$ cat src/rtl/ysyx_23060208_fetch_pkg.sv
// Shared definitions for the instruction-fetch sequencer: state encoding,
// bus response codes and default geometry.
package ysyx_23060208_fetch_pkg;

  localparam int DATA_WIDTH_DEF = 32;
  localparam int INST_STEP_DEF  = 4;

  localparam logic [1:0] RESP_OKAY = 2'b00;

  typedef enum logic [2:0] {
    ST_UPD  = 3'd0,
    ST_ADDR = 3'd1,
    ST_DATA = 3'd2,
    ST_HOLD = 3'd3,
    ST_ERR  = 3'd4
  } fetch_state_e;

endpackage

$ cat src/rtl/ysyx_23060208_fetch_ctrl.sv
// Instruction-fetch sequencer: drives the PC register write port, issues one read per
// instruction and hands the word to the IDU. Perf counters: YSYX_23060208_FETCH_PERF_EN.
module ysyx_23060208_fetch_ctrl
  import ysyx_23060208_fetch_pkg::*;
#(
  parameter int DATA_WIDTH = DATA_WIDTH_DEF,
  parameter int INST_STEP  = INST_STEP_DEF
) (
  input  logic                  clock,
  input  logic                  reset,
  input  logic [DATA_WIDTH-1:0] pc,
  output logic                  pc_wen,
  output logic [DATA_WIDTH-1:0] next_pc,
  output logic                  arvalid,
  input  logic                  arready,
  output logic [DATA_WIDTH-1:0] araddr,
  input  logic                  rvalid,
  output logic                  rready,
  input  logic [DATA_WIDTH-1:0] rdata,
  input  logic [1:0]            rresp,
  output logic                  inst_valid,
  input  logic                  inst_ready,
  output logic [DATA_WIDTH-1:0] inst,
  output logic [DATA_WIDTH-1:0] inst_pc,
  input  logic                  redirect_valid,
  input  logic [DATA_WIDTH-1:0] redirect_pc,
  output logic                  fetch_err,
  output logic [31:0]           fetch_cnt,
  output logic [31:0]           stall_cnt,
  output fetch_state_e          dbg_state
);

  // Handshake rule: a transfer happens on a rising clock edge where both valid and
  // ready are high; valid and its payload stay stable until that edge.
  fetch_state_e          state_q, state_d;
  logic                  pend_valid;
  logic [DATA_WIDTH-1:0] pend_pc;
  logic [DATA_WIDTH-1:0] inst_q;
  logic [DATA_WIDTH-1:0] inst_pc_q;
  logic                  err_q;
  logic                  rsp_ok;

  assign rsp_ok = (rresp == RESP_OKAY);

  always_comb begin
    state_d = state_q;
    case (state_q)
      ST_UPD:  state_d = ST_ADDR;
      ST_ADDR: if (arready) state_d = ST_DATA;
      ST_DATA: begin
        if (rvalid) begin
          if (!rsp_ok)                          state_d = ST_ERR;
          else if (pend_valid || redirect_valid) state_d = ST_UPD;
          else                                  state_d = ST_HOLD;
        end
      end
      ST_HOLD: if (inst_ready || redirect_valid) state_d = ST_UPD;
      ST_ERR:  state_d = ST_ERR;
      default: state_d = ST_UPD;
    endcase
  end

  // A redirect seen outside UPD is only a one-cycle pulse, so it is parked in pend_pc
  // until the next UPD writes it into the PC register.
  always_ff @(posedge clock) begin
    if (reset) begin
      state_q    <= ST_UPD;
      pend_valid <= 1'b0;
      pend_pc    <= '0;
      inst_q     <= '0;
      inst_pc_q  <= '0;
      err_q      <= 1'b0;
    end else begin
      state_q <= state_d;
      if (state_q == ST_UPD) begin
        pend_valid <= 1'b0;
      end else if (state_q != ST_ERR && redirect_valid) begin
        pend_valid <= 1'b1;
        pend_pc    <= redirect_pc;
      end
      if (state_q == ST_DATA && rvalid) begin
        if (!rsp_ok) begin
          err_q <= 1'b1;
        end else if (!pend_valid && !redirect_valid) begin
          inst_q    <= rdata;
          inst_pc_q <= pc;
        end
      end
    end
  end

  assign pc_wen     = (state_q == ST_UPD);
  assign arvalid    = (state_q == ST_ADDR);
  assign rready     = (state_q == ST_DATA);
  assign inst_valid = (state_q == ST_HOLD);
  assign araddr     = pc;
  assign inst       = inst_q;
  assign inst_pc    = inst_pc_q;
  assign fetch_err  = err_q;
  assign dbg_state  = state_q;

  always_comb begin
    next_pc = pc + DATA_WIDTH'(INST_STEP);
    if (redirect_valid)  next_pc = redirect_pc;
    else if (pend_valid) next_pc = pend_pc;
  end

`ifdef YSYX_23060208_FETCH_PERF_EN
  logic [31:0] fetch_cnt_q;
  logic [31:0] stall_cnt_q;

  always_ff @(posedge clock) begin
    if (reset) begin
      fetch_cnt_q <= '0;
      stall_cnt_q <= '0;
    end else begin
      if (inst_valid && inst_ready)  fetch_cnt_q <= fetch_cnt_q + 32'd1;
      if (inst_valid && !inst_ready) stall_cnt_q <= stall_cnt_q + 32'd1;
    end
  end

  assign fetch_cnt = fetch_cnt_q;
  assign stall_cnt = stall_cnt_q;
`else
  assign fetch_cnt = '0;
  assign stall_cnt = '0;
`endif

endmodule

$ cat config.mk
export PLATFORM = sky130hd
export DESIGN_NAME = ysyx_23060208_fetch_ctrl
export DESIGN_NICKNAME = d
export VERILOG_FILES = /design/src/rtl/ysyx_23060208_fetch_pkg.sv /design/src/rtl/ysyx_23060208_fetch_ctrl.sv
export SDC_FILE = /design/constraint.sdc
export NUM_CORES = 1
export LEC_CHECK = 0
export ABC_CLOCK_PERIOD_IN_PS = 1900
export BUFFER_PORTS_ARGS = -buffer_cell sky130_fd_sc_hd__buf_4
export CORE_MARGIN = 8
export CORE_UTILIZATION = 45
export DETAILED_ROUTE_END_ITERATION = 8
export PLACE_DENSITY = 0.81
export SETUP_SLACK_MARGIN = 0.02
export SKIP_LAST_GASP = 1
export SLEW_MARGIN = 20
export SYNTH_ARGS = -nofsm -noshare
export SYNTH_HDL_FRONTEND = slang
export SYNTH_SLANG_ARGS = --single-unit
$ cat constraint.sdc
create_clock -name clock -period 1.9 [get_ports clock]
set_clock_uncertainty 0.15 [all_clocks]
set_input_delay 0.095 -clock clock [delete_from_list [all_inputs] [get_ports clock]]
set_output_delay 0.095 -clock clock [all_outputs]
set_load 0.03 [all_outputs]
; Word-level counts from Yosys, hierarchy flattened
; Index checks and enable logic that the tools add are counted.
[classes]
addsub = 1
n_eq_ne = 8
muxes = 8
bitwise_logic = 2
n_reduce_logical = 14
[op_table]
columns = operator, n
row1 = 2-to-1 mux 32 bit, 2
row2 = adder 32 x 3 -> 32 bit (second input constant), 1
row3 = case mux 3 bit (5 select lines), 1
row4 = 2-to-1 mux 3 bit, 4
row5 = equality test 3 x 2 -> 1 bit (second input constant), 2
row6 = AND reduction 3 bit, 2
row7 = inequality test 2 x 1 -> 1 bit (second input constant), 2
row8 = AND reduction 2 bit, 2
row9 = equality test 3 x 1 -> 1 bit (second input constant), 1
row10 = equality test 3 bit (second input constant), 1
row11 = logical AND 1 bit, 3
row12 = zero test 3 bit, 1
row13 = inequality test 3 bit (second input constant), 1
row14 = zero test 1 bit, 2
row15 = zero test 2 bit, 1
row16 = logical OR 1 bit, 2
row17 = 2-to-1 mux 2 bit, 1
row18 = inequality test 2 bit (second input constant), 1
row19 = NOT 1 bit, 2
row20 = OR reduction 2 bit, 1
[totals]
ff_bits = 101

; Depth between registers and ports, before layout
[depth]
depth_word = 5
depth_mapped = 8
ltp_nobuf = 6

; Least setup slack after synthesis
; OpenSTA, ideal clock, no wires.
[synth_path]
path_kind = reg-to-reg
from = register state_q[1] (netlist: dbg_state[1])
to = register inst_q[0] (netlist: inst[0])
setup_time_ns = 0.132
t_arrival_ns = 1.829
setup_slack_ns = -0.212
path_stages_with_launch = 7
path_buffers = 1
period_less_slack_ns = 2.112
path_cell_list = dfxtp_1 > nor3b_2 > and2_1 > nand3_1 > buf_2 > nand2_1 > a21oi_1
[synth_between]
elab_chain_len = 3
[synth_rtl]
columns = element, line
row1 = "start, declared", ysyx_23060208_fetch_ctrl.sv:35  ; fetch_state_e state_q, state_d;
row2 = "start signal, assigned", ysyx_23060208_fetch_ctrl.sv:74  ; state_q <= state_d;
row3 = equality test 3 x 2 -> 1 bit, --
row4 = via rready, ysyx_23060208_fetch_ctrl.sv:18  ; output logic rready,
row5 = logical AND 1 bit, ysyx_23060208_fetch_ctrl.sv:81  ; if (state_q == ST_DATA && rvalid) begin
row6 = AND reduction 3 bit (no line), --
row7 = "end signal, assigned", ysyx_23060208_fetch_ctrl.sv:85  ; inst_q <= rdata;
row8 = "end, declared", ysyx_23060208_fetch_ctrl.sv:38  ; logic [DATA_WIDTH-1:0] inst_q;
; The timed path passes the listed nets, and every way through them passes these cells.
; A chain may end at the register's enable or synchronous reset.

; Worst setup path after layout
[layout_path]
from = input pc[2]
to = output next_pc[16]
[layout_between]
elab_chain_len = 3
[layout_rtl]
columns = element, line
row1 = "start, declared", ysyx_23060208_fetch_ctrl.sv:11  ; input logic [DATA_WIDTH-1:0] pc,
row2 = adder 32 x 3 -> 32 bit, ysyx_23060208_fetch_ctrl.sv:103  ; next_pc = pc + DATA_WIDTH'(INST_STEP);
row3 = 2-to-1 mux 32 bit, ysyx_23060208_fetch_ctrl.sv:105  ; else if (pend_valid) next_pc = pend_pc;
row4 = 2-to-1 mux 32 bit, ysyx_23060208_fetch_ctrl.sv:104  ; if (redirect_valid) next_pc = redirect_pc;
row5 = "end, declared", ysyx_23060208_fetch_ctrl.sv:13  ; output logic [DATA_WIDTH-1:0] next_pc,
; Every way passes these cells.

==> flow_metrics.py <==
metrics = {
    "run_status": {
        "status": "complete, no violations",
    },
    "grt": {
        "gr-usage-met3": 0.0892,
        "busiest_layer": "met2",
        "grt_pass1_vias": 6319,
        "grt_pass1_wl_um": 33800,
        "use_met1": 0.266,
        "track_usage": 0.261,
        "grt_start_max_net_pins": 60,
        "grt.overflow.total": 0,
        "met2_usage": 0.474,
        "antenna_found_initial": 0,
    },
    "cts": {
        "cts_buffers": 9,
        "clockRootBuffer": "clkbuf_16",
        "clk_pin_slew_worst_paths_ps": 70,
        "ctsLongestPathBuffers": 2,
        "clock-sinks": 101,
        "ctsHtreeMaxLevel": 3,
        "cts_tree": "built",
        "clock_latency_ps": 350,
    },
    "synth": {
        "synth_cell_types": 42,
        "ys_seq_elements": 101,
        "syn_avg_cell_area_um2": 7.39,
        "synth_ff_type": "dfxtp_1",
        "ys_warn_count": 0,
        "yosysSeqAreaShare": 0.365,
        "async_reset_ff_frac": 0,
        "synth_area_leaders": "dfxtp_1 (37%), nand2_1 (16%), buf_4 (14%)",
        "synth_area_mm2": 0.00554,
        "syn_inst": 750,
        "synth_top_area_share": 0.365,
        "synth_most_common_cell": "nand2_1",
        "ys_top_cells_by_count": "nand2_1 (234), a21oi_1 (111), buf_4 (103), dfxtp_1 (101), clkbuf_1 (29)",
        "synth_edf_count": 0,
        "synth_top_cell_by_area": "dfxtp_1",
    },
    "floorplan": {
        "start_util": 0.461,
        "fp.dieW_um": 127,
        "num_io_pins": 304,
        "die_area_mm2": 0.0161,
        "rows": 40,
        "fp.dieH_um": 127,
        "core_mm2": 0.0120,
    },
    "worst_setup_path": {
        "cp.arrival_ps": 1640,
        "setup.worst_path.start_class": "input port",
        "end_kind": "primary output",
        "path_class": "input port to primary output",
        "path_max_fanout": 3,
        "worstPathRequired_ps": 1650,
    },
    "sta": {
        "whs_ps": 17.3,
        "rsz0062_at_grt": "true",
        "slew_viol_final": 0,
        "worst_slack_ps": 12.3,
        "hold_violations": 0,
        "fmax_mhz": 530,
        "period_share": 0.994,
        "finalSetupViolations": 0,
        "fin_setup_tns_ps": 0,
        "post-route-min-period_ps": 1890,
    },
    "place": {
        "gp_congestion": 0.859,
        "dpl_cell_area_mm2": 0.00720,
        "place_inst": 1090,
        "place_ws_ps": -79.7,
        "dp_hpwl_um": 14600,
        "portBuffers": 239,
    },
    "cells_and_area": {
        "nFillCells": 873,
        "seqCellArea_mm2": 0.00203,
        "final_cell_area_mm2": 0.00857,
        "layout.nets": 1157,
        "instances_no_fill": 1205,
        "multi_input_area_mm2": 0.00289,
        "areaGrowthSynthToFinish_pct": 54.7,
        "fin_util": 0.713,
        "drive_gt1_frac": 0.307,
    },
    "power": {
        "ir_drop_v": 0.000749,
        "power.leakage_nw": 3.70,
        "powerDensity_mw_per_mm2": 711,
        "finalPower_mw": 6.10,
    },
    "detailed_routing": {
        "ant_nets": 0,
        "dr_total_vias": 6293,
        "drc": 0,
        "wl_per_cell_um": 18.5,
        "first_iter_violations": 425,
        "dr.pass1.iters": 7,
        "drt_wl_total_um": 22300,
        "via_per_inst": 5.22,
    },
    "worst_hold_path": {
        "hp-class": "input port to register",
    },
    "job": {
        "cap_violations": 0,
    },
}
logic make-up after synthesis:
| logic type | synth area share |
|---|---|
| and+or+nand+nor | 0.246 |
| AOI/OAI and AO/OA | 0.153 |
| buffers and inverters | 0.175 |
| DFF | 0.365 |
| xor gates and xnor gates | 0.0379 |
| muxes | 0.0203 |
| adders and majority gates | 0.00226 |
| other | 0.000677 |
worst max-delay path, cell delays in order:
cell,delay (ps)
buf_8,80
ha_2,210
nand3_4,130
buf_4,180
nor4_1,330
xor2_1,190
mux2i_1,90
o21ai_1,150
buf_4,190
cell usage in the layout (no fill, tap or decap), types with 9 or more instances in the layout:
| cell type | n |
|---|---|
| xor2_1 | 17 |
| mux2i_1 | 9 |
| o21ai_0 | 13 |
| clkbuf_16 | 10 |
| o221ai_1 | 9 |
| inv_1 | 10 |
| nor2_1 | 9 |
| nand3_1 | 12 |
| nand4_1 | 10 |
| nand2_1 | 234 |
| dlygate4sd3_1 | 92 |
| conb_1 | 64 |
| dfxtp_1 | 98 |
| a21oi_1 | 111 |
| buf_4 | 262 |
power by group:
| part | internal [mW] | total (mW) | switching, mW | leakage, nW |
|---|---|---|---|---|
| clock network | 0.910 | 1.79 | 0.881 | 0.140 |
| logic | 0.789 | 2.02 | 1.23 | 2.74 |
| registers | 2.22 | 2.28 | 0.0603 | 0.818 |
final timing paths:
kind,to,slack (ps),cells after the start,from
max,next_pc[16],10,9,pc[2]
min,inst_pc[15],20,4,pc[15]
max reg2reg,inst_pc[16],140,6,pend_valid
min reg2reg,pend_pc[18],300,2,pend_pc[18]
layout make-up:
cell class | count | area share
sequential | 101 | 0.236
inverter | 10 | 0.00438
timing repair buffer | 370 | 0.367
clock inverter | 7 | 0.00672
tap | 147 | 0.0215
antenna | 1 | 0.000292
clock buffer | 9 | 0.0263
multi-input combinational | 560 | 0.337
flip-flops by register name, summed over array words and instances, names as in the netlist:
| signal | flops |
|---|---|
| inst | 32 |
| inst_pc | 32 |
| pend_pc | 32 |
| dbg_state | 3 |
| fetch_err | 1 |
| pend_valid | 1 |
per-layer routing:
layer	share of wire	up-vias
met5	0	-
met4	0.040	0
met3	0.097	69
met2	0.51	333
met1	0.36	2964
li1	-	2927
repair_timing:
action / in CTS / in global routing
gates resized for setup: 1 / 20
pin swaps: 0 / 6
buffers inserted: 0 / 5
setup endpoints to repair: 9 / 19
endpoints found under the hold margin: 92 / 0
hold buffers: 92 / 0
gates cloned: 0 / 1
No activity file was read; power rests on OpenSTA's default activity.
